<file path="src/rtl/voice_scheduler.sv">
// Three-voice note scheduler: places note requests on free voices and counts
// their durations down on beats. Define VOICE_STEAL_EN to steal a busy voice instead of dropping.
module voice_scheduler #(
  parameter int DUR_W  = 6,
  parameter int NOTE_W = 6
) (
  input  logic              clk,
  input  logic              reset,
  input  logic              play,
  input  logic              beat,
  input  logic              load_new_note,
  input  logic [NOTE_W-1:0] note_in,
  input  logic [DUR_W-1:0]  duration_in,
  input  logic              activate,
  output logic [2:0]        voice_load,
  output logic [NOTE_W-1:0] voice_note,
  output logic [DUR_W-1:0]  voice_duration,
  output logic [2:0]        voice_active,
  output logic              activate_done,
  output logic              note_done,
  output logic              dropped
);

  // state   | meaning
  // S_IDLE  | no chord in progress, beats ignored
  // S_LOAD  | chord being assembled, beats ignored
  // S_COUNT | durations counting down on beats while play is high
  localparam logic [1:0] S_IDLE  = 2'd0;
  localparam logic [1:0] S_LOAD  = 2'd1;
  localparam logic [1:0] S_COUNT = 2'd2;

  logic [1:0]       state, state_nxt;
  logic [DUR_W-1:0] cnt     [3];
  logic [DUR_W-1:0] cnt_nxt [3];
  logic             dec, req, drop_nxt, ndone_nxt, all_zero;
  logic [2:0]       free, pick, load_sel;

  always_comb begin
    dec = (state == S_COUNT) && play && beat;
    req = load_new_note && (duration_in != '0);

    // a voice expiring on this very beat is already free for a new note
    for (int i = 0; i < 3; i++)
      free[i] = (cnt[i] == '0) || (dec && (cnt[i] == DUR_W'(1)));

    pick = 3'b000;
    if (free[0])      pick = 3'b001;
    else if (free[1]) pick = 3'b010;
    else if (free[2]) pick = 3'b100;
    else begin
`ifdef VOICE_STEAL_EN
      if ((cnt[0] <= cnt[1]) && (cnt[0] <= cnt[2])) pick = 3'b001;
      else if (cnt[1] <= cnt[2])                    pick = 3'b010;
      else                                          pick = 3'b100;
`endif
    end

    load_sel = req ? pick : 3'b000;
`ifdef VOICE_STEAL_EN
    drop_nxt = 1'b0;
`else
    drop_nxt = req && (free == 3'b000);
`endif

    for (int i = 0; i < 3; i++) begin
      if (load_sel[i])                cnt_nxt[i] = duration_in;
      else if (dec && cnt[i] != '0)   cnt_nxt[i] = cnt[i] - DUR_W'(1);
      else                            cnt_nxt[i] = cnt[i];
    end
    all_zero = (cnt_nxt[0] == '0) && (cnt_nxt[1] == '0) && (cnt_nxt[2] == '0);

    state_nxt = state;
    ndone_nxt = 1'b0;
    case (state)
      S_IDLE: begin
        if (activate) begin
          if (all_zero) ndone_nxt = 1'b1;
          else          state_nxt = S_COUNT;
        end else if (load_sel != 3'b000) begin
          state_nxt = S_LOAD;
        end
      end
      S_LOAD: if (activate) state_nxt = S_COUNT;
      S_COUNT: begin
        if (all_zero) begin
          state_nxt = S_IDLE;
          ndone_nxt = 1'b1;
        end
      end
      default: state_nxt = S_IDLE;
    endcase
  end

  always_ff @(posedge clk or negedge reset) begin
    if (!reset) begin
      state          <= S_IDLE;
      for (int i = 0; i < 3; i++) cnt[i] <= '0;
      voice_load     <= 3'b000;
      voice_note     <= '0;
      voice_duration <= '0;
      activate_done  <= 1'b0;
      note_done      <= 1'b0;
      dropped        <= 1'b0;
    end else begin
      state          <= state_nxt;
      for (int i = 0; i < 3; i++) cnt[i] <= cnt_nxt[i];
      voice_load     <= load_sel;
      voice_note     <= (load_sel != 3'b000) ? note_in : '0;
      voice_duration <= (load_sel != 3'b000) ? duration_in : '0;
      activate_done  <= activate;
      note_done      <= ndone_nxt;
      dropped        <= drop_nxt;
    end
  end

  always_comb begin
    for (int i = 0; i < 3; i++) voice_active[i] = (cnt[i] != '0);
  end

endmodule

</file>
<file path="config.mk">
export PLATFORM = sky130hd
export DESIGN_NAME = voice_scheduler
export DESIGN_NICKNAME = d
export VERILOG_FILES = /design/src/rtl/voice_scheduler.sv
export SDC_FILE = /design/constraint.sdc
export NUM_CORES = 1
export LEC_CHECK = 0
export CELL_PAD_IN_SITES_DETAIL_PLACEMENT = 0
export CELL_PAD_IN_SITES_GLOBAL_PLACEMENT = 1
export CORE_MARGIN = 5
export CORE_UTILIZATION = 42
export CTS_CLUSTER_SIZE = 28
export DETAILED_ROUTE_END_ITERATION = 8
export GPL_ROUTABILITY_DRIVEN = 0
export GPL_TIMING_DRIVEN = 0
export HOLD_SLACK_MARGIN = 0.1
export PLACE_DENSITY_LB_ADDON = 0.1
export SYNTH_ARGS = -nofsm -noshare
export SYNTH_HDL_FRONTEND = slang
export SYNTH_SLANG_ARGS = --single-unit
</file>
<file path="constraint.sdc">
create_clock -name clk -period 4.4 [get_ports clk]
set_clock_uncertainty 0.05 [all_clocks]
set_input_delay 0.66 -clock clk [delete_from_list [all_inputs] [get_ports clk]]
set_output_delay 0.66 -clock clk [all_outputs]
set_load 0.1 [all_outputs]
</file>
* Word-level counts from Yosys, hierarchy flattened
Cells that the tools add are included.
Widths: inputs -> output; s select.
** Storage, ports and cells
- Bits in registers :: 38
- Input bits :: 18
- Logic and storage cells :: 72
- Output and inout bits :: 21
** Cells by class
- Reductions and logical operators :: 29
- Add/subtract/negate cells :: 3
- Multiplexer cells :: 21
- Equal/unequal tests :: 9
** Operator list (count)
- $mux 6 :: 8
- $logic_not 6->1 :: 6
- $reduce_bool 6->1 :: 4
- $eq 6x1->1 const B :: 3
- $sub 6x1->6 const B :: 3
- $logic_and 1x1->1 :: 12
- $mux 3 :: 4
- $mux 2 :: 5
- $ne 3x3->1 const B :: 2
- $pmux 2 s3 :: 1
- $ne 2x2->1 const B :: 2
- $reduce_and 4->1 :: 1
- $logic_not 3->1 :: 1
- $logic_or 1x1->1 :: 3
- $reduce_bool 3->1 :: 1
- $eq 2x1->1 const B :: 1
- $eq 2x2->1 const B :: 1
- $logic_not 2->1 :: 1
- $mux 1 :: 2
- $pmux 1 s2 :: 1

* Logic depth before layout (Yosys ltp)
Gate-level depths: netlist of the first run.
- Depth in word-level cells :: 16
- Depth in mapped cells :: 10
- Mapped depth without buffers :: 9

* Worst setup path after synthesis of the first run
OpenSTA, ideal clock, no wires.
- Path kind :: in2reg
- Start :: in duration_in[0]
- End :: reg state[1]
- Buffers on the path :: 1
- Slack :: 1323 ps
- Setup time :: 124 ps
- Arrival time :: 2903 ps
- Required time :: 4226 ps
- Stages on the path :: 8
- Cells stage by stage :: or4_1 > o21ai_2 > or3_1 > or2_1 > buf_6 > mux2_4 > or4_4 > o31a_1
** RTL lines
- start: declaration :: line 13 : input logic [DUR_W-1:0] duration_in,
- end signal: assignment :: line 105 : state <= state_nxt;
- end: declaration :: line 32 : logic [1:0] state, state_nxt;

==> impl_metrics.ini, run 1 <==
[status]
status = finished, final reports clean

[setup_path]
path_class = primary input to flip-flop
worstReg2RegEnd = state[1]
worstPathCellList = clkdlybuf4s50_1, or4_1, o21ai_2, nand3b_1, mux2_2, a2111oi_0, nand3_1, o31a_1
cp.required_ns = 4.53
startpoint_type = primary input
slowest_stage = or4_1
r2r_setup_slack_ns = 1.28
worst-r2r-cell-count = 7
crit_path_end_kind = flip-flop
path_max_fanout = 10
cp_slowest_stage_delay_ns = 0.58
r2r-start = state[0]
critPathArrivalTime_ns = 3.88

[yosys]
async_flop_share = 1.00
synth_ff_type = dfrtp_1
ys_types = 45
netlist_instances = 199
synth_common_cells = dfrtp_1, nor2_1, inv_1
yosysTopAreaCell = dfrtp_1
ys_seq_area_frac = 0.476
synth-edff-count = 0
synth.most_common_cell = dfrtp_1
synth_area_um2 = 2000
synth_nets = 223
synth-seq-cells = 38
synth_area_leaders = dfrtp_1, ha_1, nor2_1
synth_top_area_frac = 0.476
ys_warn_count = 0
syn_area_per_cell_um2 = 10.0

[sta]
worst_slack_ns = 0.651
finalHoldViolCount = 0
clock.fmax_mhz = 267
setup_tns_ns = 0
period_needed_ns = 3.75
min_period_over_period = 0.852
maxSlewViolCount = 0
slew_headroom = 0.349
setup_viol = 0
tightestPinTransition_ns = 0.973
rsz0062_at_grt = false

[die]
core_area_um2 = 4660
fp-row-count = 25
die-width_um = 79.0
die_area_um2 = 6230
initial_core_util = 0.428
io_pins = 39
die_h_um = 79.0

[detailed_routing]
first_pass_iters = 4
via_per_inst = 5.42
wl_met1_um = 2360
wirelength_um = 5000
drtIter0Drc = 73
drc = 0
ant_nets = 0
dr_wl_met2_um = 2260
wl_per_cell_um = 16.7
vias = 1622
top_layer_used = met4
wl_met3_um = 278

[placed_design]
io_buffers = 38
place_hpwl_um = 3750
dp_slack_ns = 0.366

[power]
p_leak_nw = 1.16
max-vdd-ir-drop_uv = 345
power_density_nw_per_um2 = 628

[cells_and_area]
drive_gt1_frac = 0.0980
n_fill_cell = 415
nets = 268
area_growth_pct = 29.1
n_antenna_cell = 0

[cts]
clk_latency_ns = 0.29
clockBufferDepth = 2
ctsHoldBuffers = 0
cts_tree = built
clkSlewWorstSetupHoldPaths_ns = 0.08
post_cts_buffers = 0
ctsRootBufferMaster = clkbuf_8
cts_max_level = 2
cts_sinks = 38
cts_resized = 0
numCtsBuffers = 5

[grt]
antenna_found_initial = 0
grt_overflow = 0
grt_usage = 0.173
grt_max_degree = 39
grt_pass1_wl_um = 8240
grt_pass1_vias = 1618

[run]
drv_cap = 0

[hold_path]
hp-class = primary input to async pin
[cell type report]
type / instances / area, µm² / area share
buffer: 4 / 31.3 / 0.0121
tap: 54 / 67.6 / 0.0262
multi-input combinational: 139 / 947 / 0.367
sequential: 38 / 951 / 0.369
timing repair buffer: 38 / 375 / 0.146
clock buffer: 5 / 68.8 / 0.0267
inverter: 18 / 67.6 / 0.0262
clock inverter: 3 / 68.8 / 0.0267
[layer usage]
| metal | global-route usage | vias to the layer above |
|---|---|---|
| met5 | 0 | - |
| met4 | 0.0584 | 0 |
| met3 | 0.0522 | 12 |
| met2 | 0.273 | 41 |
| met1 | 0.226 | 776 |
| li1 | - | 793 |
[logic make-up (layout without fill, tap and decap cells)]
family	after synthesis	after routing	synth area share
flops	38	38	0.476
mux	11	11	0.0595
fa+ha+maj	6	6	0.0376
xor+xnor	8	8	0.0351
simple gates	76	76	0.210
buf+inv	22	68	0.0495
compound gates	38	38	0.132
[worst max-delay path: cells and delay by family]
kind	cells	cell delay (ns)
compound gates	3	1.05
buf+inv	1	0.56
mux	1	0.41
simple gates	3	1.20
[per-stage QoR]
stage	hold slack (ns)	instances	total power, mW	area [µm²]	utilization
2_1_floorplan	0.314	199	1.08	2000	-
3_3_place_gp	0.544	291	1.25	2440	0.525
5_1_grt	0.496	299	1.73	2580	0.553
6_report	0.423	299	1.62	2580	0.553
4_1_cts	0.451	299	1.63	2580	0.553
3_5_place_dp	0.556	291	1.27	2440	0.523
[sequential cells by signal, summed over array words and instances, names as in the netlist]
register	flops
cnt	18
voice_duration	6
voice_note	6
voice_load	3
state	2
activate_done	1
dropped	1
note_done	1
[worst max path at each step]
stage / startpoint / to / slack (ns) / cells after the start
6_report: duration_in[3] / state[1] / 0.65 / 8
5_1_grt: duration_in[3] / state[1] / 0.49 / 8
4_1_cts: duration_in[3] / state[1] / 0.66 / 8
3_5_place_dp: duration_in[3] / state[1] / 0.37 / 8
3_3_place_gp: duration_in[3] / state[1] / 0.40 / 8
2_1_floorplan: duration_in[0] / state[1] / 1.32 / 8
[placed cells by master, fill, tap and decap left out, types with 5 or more instances in the layout]
master and n:
a21oi_1 13, and2_1 10, clkbuf_8 5, clkdlybuf4s50_1 37
dfrtp_1 38, ha_1 6, inv_1 18, mux2i_1 7
nand2_1 10, nand3_1 6, nor2_1 20, nor3_1 10
xnor2_1 5
[where the power goes]
| group | internal [mW] | total [mW] | switching, mW |
|---|---|---|---|
| Clock | 0.227 | 0.354 | 0.127 |
| Combinational | 0.248 | 0.712 | 0.464 |
| Sequential | 0.450 | 0.553 | 0.103 |
(Power assumes the default switching activity.)
==> run 2, diff against run 1 <==
--- a/config.mk
+++ b/config.mk
@@ -7,14 +7,16 @@
 export LEC_CHECK = 0
 export CELL_PAD_IN_SITES_DETAIL_PLACEMENT = 0
 export CELL_PAD_IN_SITES_GLOBAL_PLACEMENT = 1
+export CORE_ASPECT_RATIO = 1.5
 export CORE_MARGIN = 5
-export CORE_UTILIZATION = 42
+export CORE_UTILIZATION = 36
 export CTS_CLUSTER_SIZE = 28
 export DETAILED_ROUTE_END_ITERATION = 8
 export GPL_ROUTABILITY_DRIVEN = 0
 export GPL_TIMING_DRIVEN = 0
 export HOLD_SLACK_MARGIN = 0.1
 export PLACE_DENSITY_LB_ADDON = 0.1
+export SETUP_SLACK_MARGIN = 0.2
 export SYNTH_ARGS = -nofsm -noshare
 export SYNTH_HDL_FRONTEND = slang
 export SYNTH_SLANG_ARGS = --single-unit
==> constraint.sdc (replaced) <==
create_clock -name clk -period 3.25 [get_ports clk]
set_clock_uncertainty 0.05 [all_clocks]
set_input_delay 0.4875 -clock clk [delete_from_list [all_inputs] [get_ports clk]]
set_output_delay 0.4875 -clock clk [all_outputs]
set_load 0.1 [all_outputs]
==> run 2 against run 1 <==
  * Clock power increased by 38%
  * Critical path depth increased by 2
  * Sequential power increased by 36%
  * Combinational power increased by 42%
  * Via count increased by 2.5%
  * Sequential share of layout area decreased by 2.2 points
  * Die area increased by 15%
  * Count of clock-buffer cells in the layout unchanged
  * Power increased by 39%
  * Hold slack improved by 0.12 ns
  * Global-route usage decreased by 1.5 points
  * Largest cell class is now multi-input gates
==> impl_metrics.ini, run 2 (synthesis results as in run 1) <==
[detailed_routing]
first_pass_iters = 4
via_per_inst = 5.10
ant_nets = 0
wl_per_cell_um = 16.7
wirelength_um = 5440
drtIter0Drc = 52
vias = 1662
drc = 0

[placed_design]
dp_slack_ns = -0.603
place_hpwl_um = 4010
dp.cells = 308
place_area_um2 = 2480
io_buffers = 38

[cts]
clockBufferDepth = 2
clk_latency_ns = 0.29
ctsRootBufferMaster = clkbuf_8
clkSlewWorstSetupHoldPaths_ns = 0.08
cts_tree = built
numCtsBuffers = 5
cts_max_level = 2
cts_sinks = 38

[status]
status = finished, final reports clean

[cells_and_area]
regArea_um2 = 951
n_fill_cell = 538
n_antenna_cell = 0
drive_gt1_frac = 0.152
final_cell_mix = dfrtp_1, clkdlybuf4s50_1, nor2_1
reg_top3 = cnt: 18 flops, voice_duration: 6 flops, voice_note: 6 flops
final_area_um2 = 2740
area_growth_pct = 37.2
multi_input_area_um2 = 990
largest_register_ffs = 18
final_common_cell = dfrtp_1
stdcell_count = 326
top_register = cnt
nets = 279

[hold_path]
hp-start = state[0]
hp-class = flip-flop to flip-flop

[sta]
min_period_over_period = 0.931
rsz0062_at_grt = false
tightestPinTransition_ns = 0.973
finalHoldViolCount = 0
setup_tns_ns = 0
setup_viol = 0
worst_slack_ns = 0.224
clock.fmax_mhz = 331
maxSlewViolCount = 0
period_needed_ns = 3.03
slew_headroom = 0.350

[power]
power.internal_mw = 1.27
power_density_nw_per_um2 = 821
max-vdd-ir-drop_uv = 403
p_comb_frac = 0.449
power_frac_seq = 0.334
pwr-share-clk = 0.217
p_sw_mw = 0.975
p_leak_nw = 1.22
switching_share = 0.433

[setup_path]
cp_slowest_stage_delay_ns = 0.50
crit_start = play
slowest_stage = or4_4
path_class = primary input to flip-flop
critPathArrivalTime_ns = 3.16
r2r-start = cnt[14]
crit_top_cell = buf_6
path_max_fanout = 7
crit_path_end_kind = flip-flop
startpoint_type = primary input
worstPathCellList = clkdlybuf4s50_1, and4b_1, buf_6, a21oi_2, or3_4, or2_1, buf_6, mux2_4, or4_4, o31a_1
cp.required_ns = 3.38

[die]
die-width_um = 70.8
fp-row-count = 33
core_area_um2 = 5450
io_pins = 39
die_h_um = 101
die_area_um2 = 7170
initial_core_util = 0.366

[grt]
grt_pass1_wl_um = 8690
grt_usage = 0.158
grt_max_degree = 27
grt_pass1_vias = 1701
grt_overflow = 0
antenna_found_initial = 0

[run]
drv_cap = 0
## run 2: cell count changes in the layout (fill, tap and decap cells not counted), sizes merged
| cell | before | now |
|---|---|---|
| dlymetal6s2s | 0 | 1 |
| buf | 4 | 14 |
| dlygate4sd3 | 0 | 1 |
| clkdlybuf4s50 | 37 | 33 |
| dlygate4sd2 | 0 | 3 |
## run 2: metal layers
layer	vias up	GRT usage	wire length, µm
met5	-	0	0
met4	0	0.0810	174
met3	10	0.0268	175
met2	36	0.288	2910
met1	805	0.175	2180
li1	811	-	-
## run 2: repair_timing
item	CTS	global route
setup endpoints to repair	2	3
endpoints found under the hold margin	12	0
hold buffers	1	0
setup buffers	9	0
pin swaps	2	2
gates resized for setup	10	5
## run 2: path summary, 6_finish.rpt
kind                                endpoint  slack (ns)  cells past startpoint
max                                 state[1]        0.22                     10
max in group asynchronous          note_done        2.13                      3
min reg2reg                         state[0]        0.54                      1
max reg2reg                         state[1]        0.32                      9
min                                 state[0]        0.54                      1
min in group asynchronous  voice_duration[0]        0.57                      2
## run 2: power groups by stage
stage                     combinational, mW  clock (mW)  sequential [mW]
final                                  1.01       0.489            0.751
after global routing                   1.10       0.523            0.773
after CTS                              1.01       0.500            0.748
after detailed placement              0.971           0            0.756
after global placement                0.963           0            0.756
after floorplan                       0.556           0            0.902
## run 2: area by class of cell
class	count	area share
Buffer	4	0.0123
Clock inverter	3	0.0251
Tap cell	70	0.0320
Inverter	18	0.0247
Sequential cell	38	0.347
Timing Repair Buffer	49	0.172
Multi-Input combinational cell	139	0.361
Clock buffer	5	0.0251
## run 2: per-stage QoR
step | total power [mW] | hold slack (ns) | utilization
after floorplan | 1.46 | 0.142 | -
after global placement | 1.72 | 0.518 | 0.452
after detailed placement | 1.73 | 0.357 | 0.455
after CTS | 2.25 | 0.539 | 0.500
after global routing | 2.39 | 0.558 | 0.503
final | 2.25 | 0.539 | 0.503
## run 2: worst max-delay path: cells and delay by family
family	cells	cell delay, ns
simple gates	4	1.28
buf+inv	3	0.76
compound gates	2	0.32
mux	1	0.30
==> run 3, diff against run 2 <==
--- a/config.mk
+++ b/config.mk
@@ -5,6 +5,7 @@
 export SDC_FILE = /design/constraint.sdc
 export NUM_CORES = 1
 export LEC_CHECK = 0
+export ABC_CLOCK_PERIOD_IN_PS = 3250
 export CELL_PAD_IN_SITES_DETAIL_PLACEMENT = 0
 export CELL_PAD_IN_SITES_GLOBAL_PLACEMENT = 1
 export CORE_ASPECT_RATIO = 1.5
==> results of run 3 <==
No change in the layout: final DEF, timing and power equal those of run 2.
